$ cat src/rtl/l2_cache_arb_pkg.sv
// ----------------------------------------------------------------------------
// l2_cache_arb_pkg
// Shared L2 request definitions. These are used by the L2 arbiter, the cores
// and the bus interface.
//   `NUM_CORES        number of core request ports (overridable on the command line)
//   `CACHE_LINE_BITS  width of one cache line (overridable on the command line)
//   l2req_packet_t    request packet: valid / id / op / address
// ----------------------------------------------------------------------------
`ifndef NUM_CORES
`define NUM_CORES 4
`endif
`ifndef CACHE_LINE_BITS
`define CACHE_LINE_BITS 512
`endif

package l2_cache_arb_pkg;

   localparam int NUM_CORES       = `NUM_CORES;
   localparam int CACHE_LINE_BITS = `CACHE_LINE_BITS;
   localparam int ID_BITS         = 4;
   localparam int ADDR_BITS       = 32;

   typedef enum logic [2:0] {
      OP_LOAD      = 3'd0,
      OP_STORE     = 3'd1,
      OP_FLUSH     = 3'd2,
      OP_IINVAL    = 3'd3,
      OP_DINVAL    = 3'd4,
      OP_SYNCLOAD  = 3'd5,
      OP_SYNCSTORE = 3'd6
   } l2_op_t;

   typedef struct packed {
      logic                 valid;
      logic [ID_BITS-1:0]   id;
      l2_op_t               op;
      logic [ADDR_BITS-1:0] address;
   } l2req_packet_t;

endpackage

$ cat src/rtl/l2_cache_arb_rr_arbiter.sv
// ----------------------------------------------------------------------------
// rr_arbiter
// Generic round-robin arbiter. The search for a winner starts at the index
// after the last winner and wraps from N-1 to 0. The pointer moves only when
// update_en is high and something was granted.
//   clk, rst_n  clock / asynchronous active-low reset (pointer -> N-1, so
//               index 0 is favoured first)
//   request     request vector
//   update_en   commit the current winner as the new "last granted"
//   grant       one-hot grant (combinational)
// ----------------------------------------------------------------------------
module rr_arbiter #(
   parameter int N = 4
) (
   input  logic         clk,
   input  logic         rst_n,
   input  logic [N-1:0] request,
   input  logic         update_en,
   output logic [N-1:0] grant
);

   localparam int PTR_W = (N > 1) ? $clog2(N) : 1;
   localparam logic [PTR_W-1:0] LAST_IDX = PTR_W'(N - 1);

   logic [PTR_W-1:0] last_q;
   logic [PTR_W-1:0] last_d;
   logic [PTR_W-1:0] win_idx;
   logic [PTR_W-1:0] cand;
   logic             found;

   // Walk the candidates last+1 .. last+N (mod N). The first requester found wins.
   always_comb begin
      grant   = '0;
      win_idx = last_q;
      cand    = '0;
      found   = 1'b0;
      for (int i = 1; i <= N; i++) begin
         cand = PTR_W'((int'(last_q) + i) % N);
         if (!found && request[cand]) begin
            found       = 1'b1;
            grant[cand] = 1'b1;
            win_idx     = cand;
         end
      end
      last_d = (update_en && found) ? win_idx : last_q;
   end

   always_ff @(posedge clk or negedge rst_n) begin
      if (!rst_n) begin
         last_q <= LAST_IDX;
      end else begin
         last_q <= last_d;
      end
   end

endmodule

$ cat src/rtl/l2_cache_arb.sv
// ----------------------------------------------------------------------------
// l2_cache_arb
// Front-end arbiter of the L2 pipeline. Each cycle it picks one request from
// either the bus-interface restart/fill path or one of the cores, and passes
// that request to the tag stage through a single register stage.
// Fills have priority. Cores are served round-robin and are blocked while the
// miss queue is full (l2bi_stall).
// Optional feature: L2_ARB_ANTI_STARVE_EN. When this macro is defined, a core
// is forced through after STARVE_LIMIT consecutive fill grants made while a
// core was waiting.
// Ports:
//   clk, reset             clock / asynchronous active-low reset
//   l2i_request[]          core requests (.valid qualified)
//   l2_request_ack         one-hot combinational ack to the granted core
//   l2bi_request           restarted miss / fill from the bus interface
//   l2bi_data_from_memory  fill line accompanying l2bi_request
//   l2bi_stall             miss queue full; blocks core grants only
//   l2a_request            registered request to the tag stage
//   l2a_data_from_memory   registered fill line (loads only on a fill)
//   l2a_is_l2_fill         registered: l2a_request is a fill
// ----------------------------------------------------------------------------
module l2_cache_arb
   import l2_cache_arb_pkg::*;
#(
   parameter int NUM_REQUESTERS = `NUM_CORES,
   parameter int STARVE_LIMIT   = 8
) (
   input  logic                        clk,
   input  logic                        reset,
   input  l2req_packet_t               l2i_request [NUM_REQUESTERS],
   output logic [NUM_REQUESTERS-1:0]   l2_request_ack,
   input  l2req_packet_t               l2bi_request,
   input  logic [`CACHE_LINE_BITS-1:0] l2bi_data_from_memory,
   input  logic                        l2bi_stall,
   output l2req_packet_t               l2a_request,
   output logic [`CACHE_LINE_BITS-1:0] l2a_data_from_memory,
   output logic                        l2a_is_l2_fill
);

   logic [NUM_REQUESTERS-1:0] core_req;
   logic [NUM_REQUESTERS-1:0] arb_grant;
   logic [NUM_REQUESTERS-1:0] core_grant;
   logic                      fill_win;
   l2req_packet_t             core_pkt;

   l2req_packet_t               req_q, req_d;
   logic                        fill_q, fill_d;
   logic [`CACHE_LINE_BITS-1:0] data_q, data_d;

   // A core counts as requesting only while the miss queue can accept it.
   for (genvar gi = 0; gi < NUM_REQUESTERS; gi++) begin : g_core_req
      assign core_req[gi] = l2i_request[gi].valid & ~l2bi_stall;
   end

`ifdef L2_ARB_ANTI_STARVE_EN
   localparam int CNT_W = (STARVE_LIMIT > 0) ? $clog2(STARVE_LIMIT + 1) : 1;

   logic [CNT_W-1:0] starve_cnt_q, starve_cnt_d;
   logic             starve_force;

   // When the limit is reached and a core is waiting, that core takes the slot.
   // The fill stays on l2bi_request and is issued on a later cycle.
   assign starve_force = (starve_cnt_q == CNT_W'(STARVE_LIMIT)) && (|core_req);
   assign fill_win     = l2bi_request.valid && !starve_force;

   always_comb begin
      starve_cnt_d = starve_cnt_q;
      if (|core_grant) begin
         starve_cnt_d = '0;
      end else if (fill_win && (|core_req)) begin
         starve_cnt_d = starve_cnt_q + 1'b1;
      end
   end

   always_ff @(posedge clk or negedge reset) begin
      if (!reset) begin
         starve_cnt_q <= '0;
      end else begin
         starve_cnt_q <= starve_cnt_d;
      end
   end
`else
   logic limit_unused;
   assign limit_unused = (STARVE_LIMIT != 0);
   assign fill_win     = l2bi_request.valid;
`endif

   // The pointer advances only on a real core grant. Fill and idle cycles leave it unchanged.
   rr_arbiter #(
      .N (NUM_REQUESTERS)
   ) u_rr_arbiter (
      .clk       (clk),
      .rst_n     (reset),
      .request   (core_req),
      .update_en (~fill_win),
      .grant     (arb_grant)
   );

   assign core_grant     = fill_win ? '0 : arb_grant;
   // Gate the ack with reset so that no core sees its request consumed while reset is asserted.
   assign l2_request_ack = core_grant & {NUM_REQUESTERS{reset}};

   always_comb begin
      core_pkt = '0;
      for (int i = 0; i < NUM_REQUESTERS; i++) begin
         if (core_grant[i]) begin
            core_pkt = l2i_request[i];
         end
      end
   end

   always_comb begin
      req_d  = '0;
      fill_d = fill_win;
      data_d = data_q;
      if (fill_win) begin
         req_d  = l2bi_request;
         data_d = l2bi_data_from_memory;
      end else if (|core_grant) begin
         req_d = core_pkt;
      end
   end

   always_ff @(posedge clk or negedge reset) begin
      if (!reset) begin
         req_q  <= '0;
         fill_q <= 1'b0;
         data_q <= '0;
      end else begin
         req_q  <= req_d;
         fill_q <= fill_d;
         data_q <= data_d;
      end
   end

   assign l2a_request          = req_q;
   assign l2a_is_l2_fill       = fill_q;
   assign l2a_data_from_memory = data_q;

endmodule

$ cat config.mk
export PLATFORM = sky130hd
export DESIGN_NAME = l2_cache_arb
export DESIGN_NICKNAME = d
export VERILOG_FILES = /design/src/rtl/l2_cache_arb_pkg.sv /design/src/rtl/l2_cache_arb_rr_arbiter.sv /design/src/rtl/l2_cache_arb.sv
export SDC_FILE = /design/constraint.sdc
export NUM_CORES = 1
export LEC_CHECK = 0
export BUFFER_PORTS_ARGS = -buffer_cell sky130_fd_sc_hd__buf_4
export CAP_MARGIN = 20
export CORE_AREA = 2 2 500 502
export CTS_BUF_LIST = sky130_fd_sc_hd__clkbuf_8
export CTS_CLUSTER_DIAMETER = 80
export CTS_CLUSTER_SIZE = 12
export DETAILED_ROUTE_END_ITERATION = 8
export DIE_AREA = 0 0 502 504
export PLACE_DENSITY_LB_ADDON = 0.1
export SLEW_MARGIN = 15
export SYNTH_ARGS = -nofsm -noshare
export SYNTH_HDL_FRONTEND = slang
export SYNTH_HIERARCHICAL = 1
export SYNTH_SLANG_ARGS = --single-unit
$ cat constraint.sdc
create_clock -name clk -period 4 [get_ports clk]
set_input_delay 0.4 -clock clk [delete_from_list [all_inputs] [get_ports clk]]
set_output_delay 0.4 -clock clk [all_outputs]
set_load 0.02 [all_outputs]
# Yosys cells after proc, flatten, opt, wreduce, memory -nomap -nowiden
# Cells that the tools add are included.
[word_totals] register_bits=555 in_bits=715 output_inout_bits=557 word_cells=78
[classes] n_addsub=4 magnitude_cmp=8 mux=35 bitwise_logic=10 n_reduce_logical=14
[ops] op="$mux 40" count=6
[ops] op="$mux 4" count=5
[ops] op="$lt 2x3->1 const B" count=4
[ops] op="$mux 1" count=12
[ops] op="$or 4x4->4" count=3
[ops] op="$bmux 1 s2" count=4
[ops] op="$demux 1 s2" count=4
[ops] op="$ge 2x1->1 const B" count=4
[ops] op="$logic_and 1x1->1" count=8
[ops] op="$mux 2" count=4
[ops] op="$add 2x1->2 const B" count=2
[ops] op="$add 2x2->2 const B" count=2
[ops] op="$and 1x1->1" count=4
[ops] op="$and 4x4->4" count=1
[ops] op="$reduce_bool 4->1" count=1
[ops] op="$reduce_or 4->1" count=1
[ops] op="$logic_not 1->1" count=3
[ops] op="$not 1->1" count=2
[ops] op="$reduce_and 2->1" count=1

# Longest topological paths before layout
[logic_depth] ltp_word=21 mapped_depth=13 mapped_depth_nobuf=10

# Modules after synthesis
# Netlist, hierarchy kept.
[by_module_without_submodules] module="l2_cache_arb" instances=1 cells_each=1372 area_each_um2=21649.5 seq_area_each_um2=13838.3
[by_module_without_submodules] module="rr_arbiter" instances=1 cells_each=51 area_each_um2=480.5 seq_area_each_um2=52.6

# Worst setup path before layout
# Ideal clock, no wire load.
[synth_path] kind="register -> output" from="register u_rr_arbiter.last_q[0]" to="output l2_request_ack[1]" t_arrival_ns=3.152 required_ns=3.600 path_slack_ns=0.448 path_stages_with_launch=13 path_buffers=4 path_cell_list="dfstp_2 buf_6 inv_1 ha_1 mux4_2 or3_4 nor2b_4 nand2_1 o21ai_0 buf_2 buf_2 buf_2 and2_1"
[synth_between] elab_chain_cells=15 elab_cells_between_ends=50 cone_classes="add/sub: 4; order compare: 8; mux: 24; bitwise: 4; reduce/logical: 10"
[synth_lines] element="from (decl)" line="l2_cache_arb_rr_arbiter.sv:25" rtl="logic [PTR_W-1:0] last_q;"
[synth_lines] element="from (signal assigned)" line="l2_cache_arb_rr_arbiter.sv:52" rtl="last_q <= last_d;"
[synth_lines] element="parallel branches: the longest is 12 deep, another holds $lt 2x3->1"
[synth_lines] element="$mux 4 *" line="l2_cache_arb_rr_arbiter.sv:39" rtl="if (!found && request[cand]) begin"
[synth_lines] element="via arb_grant[1]" line="l2_cache_arb.sv:41" rtl="logic [NUM_REQUESTERS-1:0] arb_grant;"
[synth_lines] element="$mux 4 *" line="l2_cache_arb.sv:99" rtl="assign core_grant = fill_win ? '0 : arb_grant;"
[synth_lines] element="$and 4x4->4 *" line="l2_cache_arb.sv:101" rtl="assign l2_request_ack = core_grant & {NUM_REQUESTERS{reset}};"
[synth_lines] element="to (decl)" line="l2_cache_arb.sv:31" rtl="output logic [NUM_REQUESTERS-1:0] l2_request_ack,"
# Mark *: on every way through the listed nets, which the timed path passes. The select of a mux whose other input is x is not followed.

==> impl_metrics.py <==
metrics = {
    "outcome": {
        "status": "finished clean",
    },
    "layout": {
        "final_nets": 4169,
        "fillerInstances": 27400,
        "fin_area_sq_um": 45000,
        "fin_cells": 6868,
        "multi_input_area_sq_um": 7660,
        "layout-drive-gt1-share_pct": 53.5,
        "area_growth_pct": 103,
        "seqCellArea_sq_um": 13900,
    },
    "job": {
        "maxCapViolations": 0,
    },
    "floorplan": {
        "rows": 183,
        "die_h_um": 504,
        "fp.dieArea_sq_um": 253000,
        "core_region_area_sq_um": 248000,
        "start_util_pct": 8.94,
        "die_w_um": 502,
        "io_pins": 1272,
    },
    "worst_setup_path": {
        "critPathArrivalTime_ns": 4.52,
        "rr_startpoint": "u_rr_arbiter/last_q[0]",
        "cp-start-kind": "flip-flop",
        "rrSetupSlack_ns": 0.17,
        "ff2ff_path_depth": 14,
        "end_kind": "flip-flop",
        "timing.rr.end": "l2a_request[11]",
        "crit_fanout": 9,
        "worst-setup-path-type": "reg -> reg",
        "worstSetupStartpoint": "u_rr_arbiter/last_q[0]",
        "worst-endpoint-required_ns": 4.69,
    },
    "routing": {
        "wirelength_mm": 135,
        "drtIter0Drc": 585,
        "drc_errors": 0,
        "first_pass_iters": 4,
        "wl_per_cell_um": 19.6,
        "vias": 20500,
        "antenna_left": 0,
        "via_per_inst": 2.98,
    },
    "power": {
        "power.switching_mw": 8.06,
        "peakVddDrop_mv": 0.455,
        "seq_power_share_pct": 30.9,
        "p_leak_nw": 19.8,
        "internal-power_mw": 14.0,
        "comb_power_share_pct": 43.6,
        "total_power_mw": 22.0,
        "power_switching_share_pct": 36.5,
        "pwr_density_cell_nw_per_um2": 490,
        "power_frac_clock_pct": 25.5,
    },
    "logic_synthesis": {
        "ys_seq_area_share_pct": 62.8,
        "synth-warning-count": 6,
        "synthCells": 1423,
        "ys.flop_type": "dfrtp_1",
        "async_flop_share_pct": 100,
        "ys_types": 39,
        "synth_nets": 2146,
        "yosys_register_bits": 555,
        "synth_edf_count": 0,
        "netlist_area_sq_um": 22100,
        "syn_avg_cell_area_sq_um": 15.6,
    },
    "placed_design": {
        "portBuffers": 1271,
        "gp_congestion": 0.754,
        "placed_area_sq_um": 35800,
        "pre_cts_ws_ns": 0.00287,
        "dp_hpwl_mm": 104,
        "dp.cells": 5977,
    },
    "grt": {
        "gr-max-usage-layer": "met2",
        "grt_use_met2_pct": 17.5,
        "grt_max_degree": 102,
        "grt_overflow": 0,
        "grt_pass1_vias": 22900,
        "use_met3_pct": 4.08,
        "grt_antenna_before_repair": 37,
        "grtUsageMet1_pct": 11.9,
        "grt_first_pass_wirelength_mm": 185,
        "track_usage_pct": 10.2,
    },
    "sta": {
        "finalHoldViolations": 0,
        "slew_headroom_pct": 34.5,
        "fin_ws_ns": 0.172,
        "fin_skew_ns": 0.0574,
        "min_period_ns": 3.83,
        "finalCritPeriodShare_pct": 95.7,
        "setup_violations": 0,
        "fmax_ghz": 0.261,
        "tightest_slew_ns": 0.983,
        "hold_slack_ns": 0.220,
        "drv_slew": 0,
    },
    "min_path": {
        "min_to": "l2a_request[6]",
        "min_path_cells": 4,
        "min_path_type": "in -> reg",
        "hp-start": "l2i_request[126]",
    },
    "clocking": {
        "cts_buffer_depth": 3,
        "clock_latency_ns": 0.80,
        "clk_pin_slew_ns": 0.08,
        "clkSinkCount": 555,
        "tritoncts": "built",
        "cts_root_buf": "clkbuf_8",
        "ctsHtreeMaxLevel": 3,
        "cts_buffers": 78,
    },
}
==> power groups by stage <==
| stage | combinational (mW) | clock (mW) | sequential (mW) |
|---|---|---|---|
| after floorplan | 2.88 | 0 | 7.69 |
| after global placement | 7.05 | 0 | 6.95 |
| after detailed placement | 7.05 | 0 | 6.93 |
| after CTS | 9.45 | 6.09 | 6.84 |
| after global routing | 10.2 | 6.27 | 6.91 |
| final | 9.61 | 5.62 | 6.81 |
==> cell usage in the layout, fill, tap and decap left out, drive strengths merged <==
master,count
nand2,44
o31a,1
clkinv,8
a221o,2
nand3b,1
nor3b,1
a21oi,7
o22ai,38
mux4,4
mux2,512
nand4b,1
nor2b,9
dfrtp,553
or3,1
buf,1330
and2,4
and3b,38
xnor2,1
dfstp,2
a221oi,4
clkbuf,93
nand2b,1
or2,1
dlygate4sd3,699
nand3,1
a31oi,1
clkinvlp,11
o31ai,39
bufinv,8
bufbuf,5
o21ai,8
ha,8
nor2,1
a2bb2oi,1
a211oi,38
diode,31
and2b,1
inv,30
==> timing repair <==
| item | in CTS | in global routing |
|---|---|---|
| endpoints found under the hold margin | 871 | 0 |
| gates resized for setup | 8 | 8 |
| hold buffers | 699 | 0 |
| endpoints found under the setup margin | 4 | 38 |
| cloned | 5 | 2 |
| setup buffers | 8 | 5 |
| pin swaps | 1 | 3 |
==> per-layer routing <==
| layer | vias up | routed length, um |
|---|---|---|
| met5 | - | 51 |
| met4 | 8 | 2110 |
| met3 | 114 | 13100 |
| met2 | 914 | 65200 |
| met1 | 10100 | 54500 |
| li1 | 9285 | - |
==> registers in the layout, summed over array words and instances, names as in the netlist <==
register and flops:
l2a_request 40, u_rr_arbiter/last_q 2, l2a_is_l2_fill 1, l2a_data_from_memory 512
==> cell families (layout without fill, tap and decap cells) <==
kind of cell    Yosys count  after routing  synth area share, %
mux                     516            516                 26.5
compound gates          139            139                 4.44
simple gates            104            104                 2.96
buf+inv                 100           2184                 2.86
flops                   555            555                 62.8
xor+xnor                  1              1               0.0396
fa+ha+maj                 8              8                0.452
other cells               0             31                    0
==> critical path, cell delays in order (launching register included) <==
cell,delay (ns)
dfstp_2,0.54
inv_2,0.07
ha_4,0.29
mux4_2,0.51
or3_4,0.42
nor2b_4,0.17
nand2_1,0.09
o21ai_2,0.07
buf_4,0.16
buf_4,0.16
nand2b_4,0.20
clkbuf_16,0.20
o22ai_1,0.07
dlygate4sd3_1,0.56
o31ai_1,0.25
==> Yosys cell counts, drive strengths merged, types with 2 or more instances <==
cell type / count / area (sq um)
nor2b: 9 / 63.8
clkbuf: 8 / 30.0
dfrtp: 553 / 13800
a21oi: 7 / 35.0
a221oi: 4 / 35.0
o21ai: 8 / 40.0
mux2: 512 / 5770
o31ai: 39 / 307
o22ai: 38 / 238
ha: 8 / 100
a211oi: 38 / 285
and2: 4 / 25.0
mux4: 4 / 93.8
and3b: 38 / 333
inv: 7 / 26.3
nand2: 44 / 165
dfstp: 2 / 52.6
buf: 85 / 577
a221o: 2 / 20.0
==> per-stage QoR <==
stage / setup TNS (ns) / utilization [%]
floorplan: 0 / -
global placement: 0 / 14.5
detailed placement: 0 / 14.5
CTS: 0 / 18.1
global route: -0.0246 / 18.2
finish: 0 / 18.2
==> layout make-up <==
class | instances | share of cell area (%)
Antenna cell | 31 | 0.172
Clock buffer | 91 | 2.78
Clock inverter | 50 | 1.25
Inverter | 7 | 0.0667
Multi-Input combinational cell | 768 | 17.0
Sequential cell | 555 | 30.9
Tap cell | 3330 | 9.25
Timing Repair Buffer | 2036 | 38.6
==> worst max-delay path by stage <==
stage,end,cells past startpoint
final,l2a_request[11],14
after global routing,l2_request_ack[2],10
after global placement,l2a_request[9],9
after floorplan,l2_request_ack[1],12
after detailed placement,l2a_request[6],9
after CTS,l2_request_ack[2],10
No activity file was read; power rests on OpenSTA's default activity.
